`src/rtl/xgmii_rx_framer.sv`:
```
// xgmii_rx_framer: turns decoded 64b/66b block flags plus payload bytes back
// into x(l)gmii data/control words (/I/ 0x07, /S/ 0xFB, /T/ 0xFD, /E/ 0xFE).
// Optional statistics counters are built when XGMII_RX_FRAMER_STATS_EN is
// defined; without it the ports and counter logic are absent and the
// datapath is unchanged.
module xgmii_rx_framer #(
  parameter int IS_40G      = 1,
  parameter int DATA_W      = 64,
  parameter int KEEP_W      = DATA_W/8,
  parameter int LANE0_CNT_N = IS_40G ? 1 : 2,
  parameter int CNT_W       = 32
) (
  input  logic                   clk,
  input  logic                   nreset,
  input  logic                   valid_i,
  input  logic                   ctrl_v_i,
  input  logic                   idle_v_i,
  input  logic                   term_v_i,
  input  logic                   err_v_i,
  input  logic [LANE0_CNT_N-1:0] start_v_i,
  input  logic [DATA_W-1:0]      data_i,
  input  logic [KEEP_W-1:0]      keep_i,
  output logic [DATA_W-1:0]      xgmii_rxd_o,
  output logic [KEEP_W-1:0]      xgmii_rxc_o,
  output logic                   xgmii_v_o
`ifdef XGMII_RX_FRAMER_STATS_EN
  ,
  output logic [CNT_W-1:0]       frame_cnt_o,
  output logic [CNT_W-1:0]       err_cnt_o
`endif
);

  localparam int HALF = KEEP_W/2;
  localparam logic [DATA_W-1:0] IDLE_WORD = {KEEP_W{8'h07}};
  localparam logic [DATA_W-1:0] ERR_WORD  = {KEEP_W{8'hFE}};

  typedef enum logic {
    ST_IDLE  = 1'b0,
    ST_FRAME = 1'b1
  } state_t;

  state_t              state;
  state_t              nxt_state;
  logic [DATA_W-1:0]   nxt_rxd;
  logic [KEEP_W-1:0]   nxt_rxc;
  logic [DATA_W-1:0]   data_shift;
  logic [KEEP_W-1:0]   keep_inc;
  logic [KEEP_W-1:0]   fd_lane;
  logic                keep_thermo;
  logic                keep_full;
  logic                start_lo;
  logic                start_hi;
  logic [DATA_W-1:0]   term_rxd;
  logic [KEEP_W-1:0]   term_rxc;
  logic [DATA_W-1:0]   hi_rxd;
  logic [KEEP_W-1:0]   hi_rxc;

  generate
    if (DATA_W % 8 != 0 || KEEP_W != DATA_W/8 || CNT_W < 1) begin : g_bad_cfg
      $error("xgmii_rx_framer: inconsistent DATA_W/KEEP_W/CNT_W");
    end
  endgenerate

  // The second start position only exists on the 10G (two start lane) build.
  generate
    if (IS_40G == 0 && LANE0_CNT_N > 1) begin : g_lane4
      assign start_hi = start_v_i[1];
    end else begin : g_lane0_only
      assign start_hi = 1'b0;
    end
  endgenerate

  assign start_lo = start_v_i[0];

  // Terminate blocks carry the type byte in byte 0, so payload starts at byte 1.
  assign data_shift  = data_i >> 8;
  assign keep_inc    = keep_i + KEEP_W'(1);
  assign keep_thermo = ((keep_i & keep_inc) == '0);
  assign keep_full   = &keep_i;
  // The /T/ lane is the first lane whose keep bit is clear.
  assign fd_lane     = ~keep_i & ((keep_i << 1) | KEEP_W'(1));

  // Build the terminate word and the lane-4 start word lane by lane.
  always_comb begin
    term_rxd = '0;
    term_rxc = '0;
    hi_rxd   = '0;
    hi_rxc   = '0;
    for (int i = 0; i < KEEP_W; i++) begin
      if (keep_i[i]) begin
        term_rxd[8*i +: 8] = data_shift[8*i +: 8];
        term_rxc[i]        = 1'b0;
      end else if (fd_lane[i]) begin
        term_rxd[8*i +: 8] = 8'hFD;
        term_rxc[i]        = 1'b1;
      end else begin
        term_rxd[8*i +: 8] = 8'h07;
        term_rxc[i]        = 1'b1;
      end
      if (i < HALF) begin
        hi_rxd[8*i +: 8] = 8'h07;
        hi_rxc[i]        = 1'b1;
      end else if (i == HALF) begin
        hi_rxd[8*i +: 8] = 8'hFB;
        hi_rxc[i]        = 1'b1;
      end else begin
        hi_rxd[8*i +: 8] = data_i[8*i +: 8];
        hi_rxc[i]        = 1'b0;
      end
    end
  end

  // Decode the block flags against the current state; err_v_i wins over all.
  always_comb begin
    nxt_state = state;
    nxt_rxd   = IDLE_WORD;
    nxt_rxc   = '1;
    if (err_v_i) begin
      nxt_rxd   = ERR_WORD;
      nxt_rxc   = '1;
      nxt_state = state;
    end else if (state == ST_IDLE) begin
      if (start_lo) begin
        nxt_rxd   = {data_i[DATA_W-1:8], 8'hFB};
        nxt_rxc   = KEEP_W'(1);
        nxt_state = ST_FRAME;
      end else if (start_hi) begin
        nxt_rxd   = hi_rxd;
        nxt_rxc   = hi_rxc;
        nxt_state = ST_FRAME;
      end else if (!ctrl_v_i || term_v_i) begin
        nxt_rxd   = ERR_WORD;
        nxt_rxc   = '1;
        nxt_state = ST_IDLE;
      end else if (idle_v_i) begin
        nxt_rxd   = IDLE_WORD;
        nxt_rxc   = '1;
      end else begin
        // Other control blocks between frames carry nothing for the MAC.
        nxt_rxd   = IDLE_WORD;
        nxt_rxc   = '1;
      end
    end else begin
      if (start_lo || start_hi) begin
        nxt_rxd   = ERR_WORD;
        nxt_rxc   = '1;
        nxt_state = ST_FRAME;
      end else if (term_v_i) begin
        if (!keep_thermo || keep_full) begin
          nxt_rxd = ERR_WORD;
          nxt_rxc = '1;
        end else begin
          nxt_rxd = term_rxd;
          nxt_rxc = term_rxc;
        end
        nxt_state = ST_IDLE;
      end else if (!ctrl_v_i) begin
        nxt_rxd   = data_i;
        nxt_rxc   = '0;
      end else begin
        // A control block without terminate truncates the frame.
        nxt_rxd   = ERR_WORD;
        nxt_rxc   = '1;
        nxt_state = ST_IDLE;
      end
    end
  end

  // FSM and output registers; slip cycles only drop the valid strobe.
  always_ff @(posedge clk or negedge nreset) begin
    if (!nreset) begin
      state       <= ST_IDLE;
      xgmii_rxd_o <= IDLE_WORD;
      xgmii_rxc_o <= '1;
      xgmii_v_o   <= 1'b0;
    end else begin
      xgmii_v_o <= valid_i;
      if (valid_i) begin
        state       <= nxt_state;
        xgmii_rxd_o <= nxt_rxd;
        xgmii_rxc_o <= nxt_rxc;
      end
    end
  end

`ifdef XGMII_RX_FRAMER_STATS_EN
  logic err_word;
  logic term_ok;

  // An /E/ word is the only output that is all 0xFE with every control bit set.
  assign err_word = valid_i && (&nxt_rxc) && (nxt_rxd == ERR_WORD);
  assign term_ok  = valid_i && (state == ST_FRAME) && (nxt_state == ST_IDLE) && !err_word;

  // Saturating frame and error counters.
  always_ff @(posedge clk or negedge nreset) begin
    if (!nreset) begin
      frame_cnt_o <= '0;
      err_cnt_o   <= '0;
    end else begin
      if (term_ok && !(&frame_cnt_o)) begin
        frame_cnt_o <= frame_cnt_o + CNT_W'(1);
      end
      if (err_word && !(&err_cnt_o)) begin
        err_cnt_o <= err_cnt_o + CNT_W'(1);
      end
    end
  end
`endif

endmodule
```
`config.mk`:
```
export PLATFORM = sky130hd
export DESIGN_NAME = xgmii_rx_framer
export DESIGN_NICKNAME = d
export VERILOG_FILES = /design/src/rtl/xgmii_rx_framer.sv
export SDC_FILE = /design/constraint.sdc
export NUM_CORES = 1
export LEC_CHECK = 0
export BUFFER_PORTS_ARGS = -buffer_cell sky130_fd_sc_hd__buf_4
export CAP_MARGIN = 20
export CORE_MARGIN = 3
export CORE_UTILIZATION = 30
export CTS_BUF_LIST = sky130_fd_sc_hd__clkbuf_8
export DETAILED_ROUTE_END_ITERATION = 12
export PLACE_DENSITY = 0.5
export RECOVER_POWER = 50
export SYNTH_ARGS = -nofsm -noshare
export SYNTH_HDL_FRONTEND = slang
export SYNTH_SLANG_ARGS = --single-unit
export TNS_END_PERCENT = 50
```
`constraint.sdc`:
```
create_clock -name clk -period 2.19 [get_ports clk]
set_input_delay 0.1095 -clock clk [delete_from_list [all_inputs] [get_ports clk]]
set_output_delay 0.1095 -clock clk [all_outputs]
set_load 0.02 [all_outputs]
```
After elaboration in Yosys (flattened, before gate mapping)
Cells that the tools add are included.
Cells by class
  add/sub/neg operators: 1
  mux-type cells: 44
  bitwise gates (word level): 4
  reductions and logical operators: 7
Operators by type and width (number)
  $mux 64: 8
  $mux 8: 23
  $and 8x8->8: 2
  $mux 1: 13
  $add 8x1->8 const B: 1
  $logic_not 8->1: 1
  $not 8->8: 1
  $reduce_and 8->1: 1
  $logic_not 1->1: 2
  $logic_or 1x1->1: 2
  $reduce_and 2->1: 1
  $not 1->1: 1
Word-level totals
  bits in registers: 74
  output and inout bits: 73
  logic and storage cells: 60

Logic depth before layout (Yosys ltp)
  depth after elaboration: 10
  gate-level depth with buffers: 7

Worst setup path before layout
No wires, ideal clock.
  kind: register to register
  start: reg state
  end: reg xgmii_rxd_o[31]
  arrival time: 1414 ps
  data required time: 2108 ps
  path slack: 694 ps
  stages on the path, launching flop included: 8
  clock period less this slack: 1496 ps
  cell sequence: dfrtp_1 buf_2 nor2_1 a21o_1 buf_4 buf_2 o22ai_1 a31oi_1
On the way
  longest elaborated chain between the ends: 2
Ends and longest elaborated chain
  from (decl): RTL line 42  | state_t state;
  from (signal assigned): RTL line 179  | state <= nxt_state;
  $mux 64: RTL line 122  | end else if (state == ST_IDLE) begin
  $mux 64: RTL line 118  | if (err_v_i) begin
  to (signal assigned): RTL line 180  | xgmii_rxd_o <= nxt_rxd;
  to (decl): RTL line 23  | output logic [DATA_W-1:0] xgmii_rxd_o,
Every way passes these cells.
A chain may end at the register's enable or synchronous reset.

Worst setup path after layout
  start: reg state
  end: reg xgmii_rxd_o[18]
Same word-level chain as after synthesis.

==> impl_results.md <==
- Worst-Skew Late Latency: 0.37 ns
- Layout cell share with drive strength beyond 1: 26.06%
- Ys Warns: 0
- Final cycle utilization of the critical path: 95.23%
- Clock tree buffer depth: 2
- Synthesized flop and latch total: 74
- Pin count of the biggest net entering global routing: 58
- First-pass GRT wire length: 26,160 um
- Post-Syn Nets: 634
- CTS root buf: clkbuf_8
- GR Overflow Total: 0
- Clock transition at path regs: 0.08 ns
- Gr usage total: 20.18%
- DRT antenna net count: 0
- Cell with the most instances after synthesis: a21oi_1
- Gpl congestion: 0.7749
- Slew headroom: 14.68%
- DR iter-0 viols: 276
- Startpoint types: register
- PD cells: 699.2 mW/mm2
- Final Hold Fails: 0
- Fmax: 479.5 MHz
- Vias per std cell: 5.506
- Cell variety after synth: 47
- Top FF cell, synth: dfrtp_1
- H-Tree Depth: 3
- PortBufs: 151
- Crit Path Class: reg2reg
- Top cell type's share of synthesized area: 23.31%
- Sequential fraction of the synthesis area: 41.97%
- Drt drc: 0
- Design Area, Final: 0.006082 mm2
- Crit path capture type: register
- WL per Instance: 19.09 um
- Synth Instances: 554
- Post-synth top cells: a21oi_1 (112), nor2_1 (58), o22ai_1 (51)
- DP Area: 0.005784 mm2
- Tmin final: 2.085 ns
- Clock sink count: 74
- Cell accounting for the most synthesized area: dfrtp_1
- Worst Path Arrival: 2.39 ns
- Status: completed
- Initial core utilization: 30.78%
- CP max FO: 20
- Core area: 0.01464 mm2
- Ys async rst share: 100.0%
- Post-Place Setup Slack: 0.4254 ns
- Pleak: 2.450 nW
- CTS Buf Count: 9
- Ant diodes: 0
- Syn avg cell area: 8.137 um2
- Max Clock Skew: 0.008855 ns
- Die Height: 128.6 um
- Critical path required time: 2.49 ns
- Vias in the first global route: 4,764
- Largest cells by area after synthesis: dfrtp_1 (23%), dfstp_2 (19%), a21oi_1 (12%)
- Slew Viols, Final: 0
- Worst min path class: in2reg
- IO Count: 153
- Final setup margin: 0.1045 ns
- Post-Route WL: 16,990 um
- Maximum VDD drop: 252.8 uV
- Worst slew pin tran: 1.280 ns
- DP HPWL: 11,560 um
- CTS tree: done
- Row cnt: 44
- Initial antenna violation count: 0
- Area delta synth->final: 34.92%
- DRT Pass-1 Iters: 5
- Final nets: 781
- Die width: 128.6 um
- Post-synth EDFFs: 0
- MaxCap Viol Count: 0
- Netlist Area Pre-Place: 0.004508 mm2
- Via count: 4,900
- DIE AREA: 0.01653 mm2
- Final setup viols: 0
- Final Util: 41.53%
==> worst paths after layout <==
check | from | end | slack [ns] | cells after the start
worst min-delay path | keep_i[2] | xgmii_rxc_o[2] | 0.02 | 2
max in group asynchronous | nreset | xgmii_rxd_o[50] | 0.57 | 3
worst min register to register | xgmii_rxc_o[5] | xgmii_rxc_o[5] | 0.50 | 2
worst max-delay path | state | xgmii_rxd_o[18] | 0.10 | 7
worst max register to register | state | xgmii_rxd_o[18] | 0.10 | 7
min in group asynchronous | nreset | xgmii_rxd_o[22] | 0.54 | 2
==> worst max-delay path, stage by stage, from the launching register on <==
cell,delay [ns]
dfrtp_2,0.46
buf_4,0.17
nor2b_1,0.26
o21ai_1,0.12
buf_4,0.23
o22ai_1,0.16
a31oi_1,0.05
dlygate4sd3_1,0.56
==> report_power, final <==
| part | switching (mW) | internal [mW] | leakage (nW) | total (mW) |
|---|---|---|---|---|
| Combinational | 0.718 | 0.467 | 1.57 | 1.18 |
| Clock | 0.552 | 0.898 | 0.138 | 1.45 |
| Sequential | 0.0890 | 1.53 | 0.747 | 1.62 |
| Total | 1.36 | 2.89 | 2.45 | 4.25 |
==> routing by layer <==
layer	wire [um]	GRT usage (%)	share of wire, %	vias up
met5	0	0	0	-
met4	300	7.288	1.8	0
met3	1321	5.023	7.8	20
met2	7603	30.77	45	191
met1	7763	27.85	46	2371
li1	-	-	-	2318
==> layout by cell type (no fill, tap or decap), types with 3 or more instances in the layout <==
cell type      count
clkbuf_2           3
clkbuf_1          41
a31oi_1           36
o221ai_1           6
nand2_1           18
buf_4            122
bufinv_16          4
inv_1             48
a41oi_1            5
o22ai_1           51
nand2b_1          10
o2bb2ai_1          6
a21oi_1          112
a2bb2oi_1          8
nor2_1            58
nor2b_1           12
o21ai_0           19
a31o_1             5
dfrtp_1           41
o21a_1             6
dlygate4sd3_1     17
dfstp_2           30
clkbuf_8          10
==> through the flow <==
step | total power [mW] | cells | hold WS, ns | TNS [ns]
after CTS | 4.352 | 887 | 0.001093 | 0
after global placement | 2.839 | 854 | 0.1831 | 0
after global routing | 4.481 | 890 | 0.01709 | -0.002119
after floorplan | 2.322 | 554 | -0.1861 | 0
after detailed placement | 2.858 | 854 | 0.1872 | 0
final | 4.253 | 890 | 0.02402 | 0
==> final cells by class <==
cell class	instances	area (um2)
sequential	74	1893
multi-input combinational	384	2237
clock buffer	10	137.6
timing repair buffer	184	1275
clock inverter	6	128.9
fill	1539	8562
tap	184	230.2
inverter	48	180.2
==> cell families (layout without fill, tap and decap cells) <==
kind of cell	Yosys count	after routing	synth area share (%)
AOI/OAI and AO/OA	273	273	38.05
xor gates and xnor gates	1	1	0.1943
buffers and inverters	96	248	8.687
DFF	74	74	41.97
and+or+nand+nor	110	110	11.10
==> state kept, by name, summed over array words and instances (netlist names) <==
register     flops
state            1
xgmii_rxc_o      8
xgmii_v_o        1
xgmii_rxd_o     64
==> what timing repair did <==
item                                    in CTS  in global routing
endpoints found under the setup margin       0                  3
gates resized for setup                      0                  0
hold buffers                                17                  0
buffers inserted                             0                  3
hold endpoints to repair                    43                  0
Note: power is estimated with default switching activity, not from simulation.
